## config.mk

```make
export PLATFORM = sky130hd
export DESIGN_NAME = fp32_mul
export DESIGN_NICKNAME = d
export VERILOG_FILES = /design/src/rtl/fp32_mul.sv
export SDC_FILE = /design/constraint.sdc
export NUM_CORES = 2
export LEC_CHECK = 0
export CORE_MARGIN = 2
export CORE_UTILIZATION = 35
export DETAILED_ROUTE_END_ITERATION = 10
export PLACE_DENSITY = 0.57
export SLEW_MARGIN = 20
export SYNTH_ARGS = -nofsm -noshare
export SYNTH_HDL_FRONTEND = slang
export SYNTH_SLANG_ARGS = --single-unit
```

## constraint.sdc

```tcl
create_clock -name clk -period 8.9 [get_ports clk]
set_input_delay 2.67 -clock clk [delete_from_list [all_inputs] [get_ports clk]]
set_output_delay 2.67 -clock clk [all_outputs]
set_load 0.01 [all_outputs]
```

## src/rtl/fp32_mul.sv

```systemverilog
// FP32 multiplier, 3-stage pipeline with global stall.
// Subnormals flush to zero, truncating rounding, overflow saturates to infinity.
module fp32_mul #(
    parameter int unsigned PIPE_STAGES = 3
) (
    input  logic        clk,
    input  logic        rst,
    input  logic        stall,
    input  logic        valid_in,
    input  logic [31:0] a,
    input  logic [31:0] b,
    output logic        valid_out,
    output logic [31:0] y
);

    if (PIPE_STAGES != 3) begin : g_bad_stages
        $error("fp32_mul: only PIPE_STAGES == 3 is supported");
    end

    // Stage 1 combinational: unpack and classify.
    logic [7:0]        exp_a, exp_b;
    logic              zero_a, zero_b, spec_a, spec_b;
    logic [23:0]       man_a_d, man_b_d;
    logic signed [9:0] exp_sum_d;

    always_comb begin
        exp_a     = a[30:23];
        exp_b     = b[30:23];
        zero_a    = (exp_a == 8'h00);
        zero_b    = (exp_b == 8'h00);
        spec_a    = (exp_a == 8'hFF);
        spec_b    = (exp_b == 8'hFF);
        man_a_d   = zero_a ? 24'h0 : {1'b1, a[22:0]};
        man_b_d   = zero_b ? 24'h0 : {1'b1, b[22:0]};
        exp_sum_d = $signed({2'b00, exp_a}) + $signed({2'b00, exp_b}) - 10'sd127;
    end

    logic              v1_q;
    logic              s1_sign_q;
    logic signed [9:0] s1_exp_q;
    logic [23:0]       s1_man_a_q, s1_man_b_q;
    logic              s1_zero_q, s1_inf_q, s1_nan_q;

    always_ff @(posedge clk) begin
        if (rst) begin
            v1_q       <= 1'b0;
            s1_sign_q  <= 1'b0;
            s1_exp_q   <= '0;
            s1_man_a_q <= '0;
            s1_man_b_q <= '0;
            s1_zero_q  <= 1'b0;
            s1_inf_q   <= 1'b0;
            s1_nan_q   <= 1'b0;
        end else if (!stall) begin
            v1_q       <= valid_in;
            s1_sign_q  <= a[31] ^ b[31];
            s1_exp_q   <= exp_sum_d;
            s1_man_a_q <= man_a_d;
            s1_man_b_q <= man_b_d;
            s1_zero_q  <= zero_a | zero_b;
            s1_inf_q   <= spec_a | spec_b;
            s1_nan_q   <= (spec_a & zero_b) | (zero_a & spec_b);
        end
    end

    // Stage 2: full 24x24 mantissa product.
    logic [47:0]       prod_d;
    logic              v2_q;
    logic              s2_sign_q;
    logic signed [9:0] s2_exp_q;
    logic [47:0]       s2_prod_q;
    logic              s2_zero_q, s2_inf_q, s2_nan_q;

    always_comb begin
        prod_d = 48'(s1_man_a_q) * 48'(s1_man_b_q);
    end

    always_ff @(posedge clk) begin
        if (rst) begin
            v2_q      <= 1'b0;
            s2_sign_q <= 1'b0;
            s2_exp_q  <= '0;
            s2_prod_q <= '0;
            s2_zero_q <= 1'b0;
            s2_inf_q  <= 1'b0;
            s2_nan_q  <= 1'b0;
        end else if (!stall) begin
            v2_q      <= v1_q;
            s2_sign_q <= s1_sign_q;
            s2_exp_q  <= s1_exp_q;
            s2_prod_q <= prod_d;
            s2_zero_q <= s1_zero_q;
            s2_inf_q  <= s1_inf_q;
            s2_nan_q  <= s1_nan_q;
        end
    end

    // Stage 3: normalize by at most one bit, then pack with specials taking priority.
    logic signed [9:0] exp_norm;
    logic [22:0]       frac_norm;
    logic [31:0]       y_d;

    always_comb begin
        if (s2_prod_q[47]) begin
            frac_norm = s2_prod_q[46:24];
            exp_norm  = s2_exp_q + 10'sd1;
        end else begin
            frac_norm = s2_prod_q[45:23];
            exp_norm  = s2_exp_q;
        end

        if (s2_nan_q) begin
            y_d = 32'h7FC0_0000;
        end else if (s2_inf_q) begin
            y_d = {s2_sign_q, 8'hFF, 23'h0};
        end else if (s2_zero_q) begin
            y_d = {s2_sign_q, 31'h0};
        end else if (exp_norm >= 10'sd255) begin
            y_d = {s2_sign_q, 8'hFF, 23'h0};
        end else if (exp_norm <= 10'sd0) begin
            y_d = {s2_sign_q, 31'h0};
        end else begin
            y_d = {s2_sign_q, exp_norm[7:0], frac_norm};
        end
    end

    logic        valid_out_q;
    logic [31:0] y_q;

    always_ff @(posedge clk) begin
        if (rst) begin
            valid_out_q <= 1'b0;
            y_q         <= 32'h0;
        end else if (!stall) begin
            valid_out_q <= v2_q;
            y_q         <= y_d;
        end
    end

    assign valid_out = valid_out_q;
    assign y         = y_q;

endmodule
```

==> impl_metrics.json <==
{
  "area_delta_synth_final_pct": 10.1,
  "die-area_mm2": 0.0711,
  "cts.clk_slew.worst_paths_ns": 0.07,
  "cts_resized": 0,
  "clock_sinks": 136,
  "ff2ff_path_depth": 23,
  "first_pass_iters": 5,
  "vias": 17746,
  "hold_buffers": 0,
  "initial_core_util_pct": 35.3,
  "regToRegSetupSlack_ns": 1.19,
  "drv_slew": 0,
  "yosysSeqAreaShare_pct": 11.3,
  "ys_types": 62,
  "rr_startpoint": "s1_man_b_q[10]",
  "ys.flop_type": "dfxtp_1",
  "syn_inst": 2738,
  "powerDensity_mw_per_mm2": 90.9,
  "worstHoldPathType": "reg -> reg",
  "worstSetupPathType": "reg -> reg",
  "io_pins": 101,
  "hold_viol_final": 0,
  "dpl_cell_area_mm2": 0.0260,
  "antenna_cells": 0,
  "p_clk_share_pct": 28.8,
  "p_comb_share_pct": 40.1,
  "drc": 0,
  "p_leak_nw": 12.8,
  "finClkSkew_ns": 0.0157,
  "seq_power_share_pct": 31.2,
  "switching_share_pct": 40.6,
  "vdd_drop_max_v": 0.000125,
  "synth_edf_count": 0,
  "via_per_inst": 4.87,
  "postSynth.asyncResetShare_pct": 0,
  "insertion_delay_ns": 0.43,
  "portBuffers": 100,
  "setup_tns_ns": 0,
  "grt_pass1_wl_mm": 107,
  "drv_cap": 0,
  "fill_cells": 6947,
  "cts-root-buf": "clkbuf_16",
  "synth_top_cell_by_area": "fa_1",
  "rsz0062_at_grt": "false",
  "cp_max_fo": 25,
  "grt_max_degree": 92,
  "dieWidth_um": 267,
  "drt-wirelength-per-cell_um": 17.8,
  "syn_area_per_cell_um2": 8.81,
  "cts_tree": "built",
  "nNetsFinal": 3488,
  "cp.arrival_ns": 8.00,
  "drtIter0Drc": 1035,
  "coreArea_mm2": 0.0685,
  "cts_buffer_depth": 2,
  "min_path_cells": 2,
  "wl_mm": 64.9,
  "synthesis.area_mm2": 0.0241,
  "numCtsBuffers": 17,
  "grt_usage_pct": 19.3,
  "place_congestion": 0.850,
  "setup_viol": 0,
  "h-tree-depth": 4,
  "postCtsSetupBuffers": 0,
  "synth_top_cells_by_area": "fa_1 40%, dfxtp_1 11%, ha_1 9.6%",
  "antenna_found_initial": 0,
  "grt_pass1_vias": 18714,
  "tightest_slew_ns": 1.13,
  "ant_nets": 0,
  "yosys.area.top_type_share_pct": 40.0,
  "slew_headroom_pct": 24.4,
  "hold_start": "y[17]",
  "required_ns": 9.19,
  "r2r-end": "s2_prod_q[40]",
  "period_share_pct": 86.7,
  "syn_nets": 3474,
  "p_sw_uw": 981,
  "die_h_um": 267,
  "finalInstanceArea_mm2": 0.0266,
  "start_kind": "flop",
  "internal-power_mw": 1.43,
  "overflow": 0,
  "num_rows": 96,
  "hold_path_end": "y[17]",
  "ys_warn_count": 0,
  "period_needed_ns": 7.71,
  "status": "completed",
  "endpoint_kind": "flop",
  "hpwl_mm": 53.0,
  "ys_ff_latch": 136,
  "drive_above_1_share_pct": 4.16,
  "max_freq_mhz": 130
}
==> Yosys cell counts, types with 2 or more instances <==
cell	count
a211oi_1	2
xnor2_1	24
clkbuf_1	141
o221ai_1	2
xor2_1	18
a31oi_1	2
a21boi_0	2
a22oi_1	24
nand2b_1	4
nand4b_1	2
inv_1	579
o22ai_1	2
o21bai_1	12
mux2i_1	44
o21ai_0	37
dfxtp_1	136
nor2b_1	2
o211ai_1	5
a41o_1	2
o211a_1	2
nor3b_1	2
buf_6	2
nand3_1	15
a21o_1	18
a221oi_1	3
fa_1	482
buf_2	5
nor3_1	8
nor4_1	7
and4_1	3
nand4_1	14
nand2_1	391
o21a_1	4
o21ai_2	20
nor2_1	99
o31ai_1	5
nor3_2	2
a2111oi_0	2
or3_1	5
and3_1	26
and2_1	282
ha_1	186
a21oi_1	92
o21ai_1	5
==> sequential cells by signal, summed over array words and instances (netlist names), 10 cells and up <==
register    count
s1_man_a_q     24
s2_prod_q      25
s2_exp_q       10
s1_exp_q       10
y              32
s1_man_b_q     24
==> cell usage in the layout, fill, tap and decap left out, types with 4 or more instances in the layout <==
| cell type | instances |
|---|---|
| ha_1 | 186 |
| mux2i_1 | 44 |
| a21o_1 | 18 |
| o21a_1 | 4 |
| o21ai_2 | 20 |
| nor2_1 | 98 |
| inv_1 | 579 |
| or3_1 | 5 |
| buf_4 | 47 |
| clkbuf_16 | 17 |
| nand2b_1 | 4 |
| clkdlybuf4s50_1 | 98 |
| nor3_1 | 8 |
| nor4_1 | 7 |
| o21bai_1 | 12 |
| o21ai_1 | 5 |
| nand4_1 | 14 |
| xor2_1 | 18 |
| a22oi_1 | 24 |
| and2_1 | 282 |
| dfxtp_1 | 134 |
| nand2_1 | 391 |
| o211ai_1 | 5 |
| o21ai_0 | 37 |
| nand3_1 | 15 |
| clkinv_4 | 4 |
| o31ai_1 | 5 |
| a21oi_1 | 91 |
| xnor2_1 | 24 |
| fa_1 | 482 |
| and3_1 | 26 |
==> power groups by stage <==
| stage | Combinational, mW | Sequential [mW] | Clock, mW |
|---|---|---|---|
| floorplan | 0.675 | 0.693 | 0 |
| global placement | 0.968 | 0.764 | 0 |
| detailed placement | 0.962 | 0.763 | 0 |
| CTS | 0.979 | 0.751 | 0.706 |
| global route | 1.10 | 0.760 | 0.731 |
| finish | 0.968 | 0.753 | 0.695 |
==> metrics by stage <==
step / power [mW] / std cells / utilization, % / hold WS [ns] / worst slack (ns)
floorplan: 1.37 / 2738 / - / 0.424 / 2.31
global route: 2.59 / 3647 / 38.8 / 0.481 / 0.651
finish: 2.42 / 3647 / 38.8 / 0.463 / 1.19
CTS: 2.44 / 3647 / 38.8 / 0.466 / 1.15
global placement: 1.73 / 3615 / 38.0 / 0.440 / 1.31
detailed placement: 1.73 / 3615 / 38.0 / 0.444 / 1.16
==> critical path: stages (launching register included) <==
cell	delay, ns
dfxtp_1	1.06
nand2_1	0.18
fa_1	0.54
fa_1	0.55
inv_1	0.06
fa_1	0.52
inv_1	0.06
fa_1	0.53
inv_1	0.06
fa_1	0.50
fa_1	0.53
inv_1	0.05
fa_1	0.47
inv_1	0.04
ha_1	0.30
a21oi_1	0.24
o21ai_0	0.14
o2111ai_1	0.24
a21boi_0	0.17
and2_1	0.27
a2111oi_0	0.68
o31ai_1	0.15
xnor2_1	0.15
o21ai_0	0.08
==> area by class of cell <==
cell class	instances	area, um2	share of cell area, %
timing repair buffer	145	1330	5.02
clock inverter	14	141	0.532
tap	882	1100	4.15
clock buffer	18	429	1.62
inverter	579	2170	8.18
sequential	136	2730	10.3
multi-input combinational	1873	18700	70.2
==> worst max-delay path by stage <==
stage          slack, ns  cells after the start      startpoint            end
2_1_floorplan       2.31                     26   s1_man_b_q[3]  s2_prod_q[44]
3_3_place_gp        1.31                     24  s1_man_a_q[15]  s2_prod_q[40]
3_5_place_dp        1.16                     24  s1_man_a_q[15]  s2_prod_q[40]
4_1_cts             1.15                     23  s1_man_a_q[15]  s2_prod_q[40]
5_1_grt             0.65                     25  s1_man_a_q[13]  s2_prod_q[40]
6_report            1.19                     23  s1_man_b_q[10]  s2_prod_q[40]
==> routing by layer <==
metal  up-vias  track usage (%)  wire length, um
li1       8243                -                -
met1      9063             29.4            32200
met2       385             30.0            28800
met3        55             1.45             2760
met4         0             3.52             1090
met5         -                0                0
==> logic make-up after synthesis <==
logic type / share of synthesized area, %
AOI/OAI and AO/OA: 6.83
xor gates and xnor gates: 1.52
adders and majority gates: 49.6
buffers and inverters: 11.4
DFF: 11.3
muxes: 1.82
and+or+nand+nor: 17.5
Power figures use the tool's default switching activity.
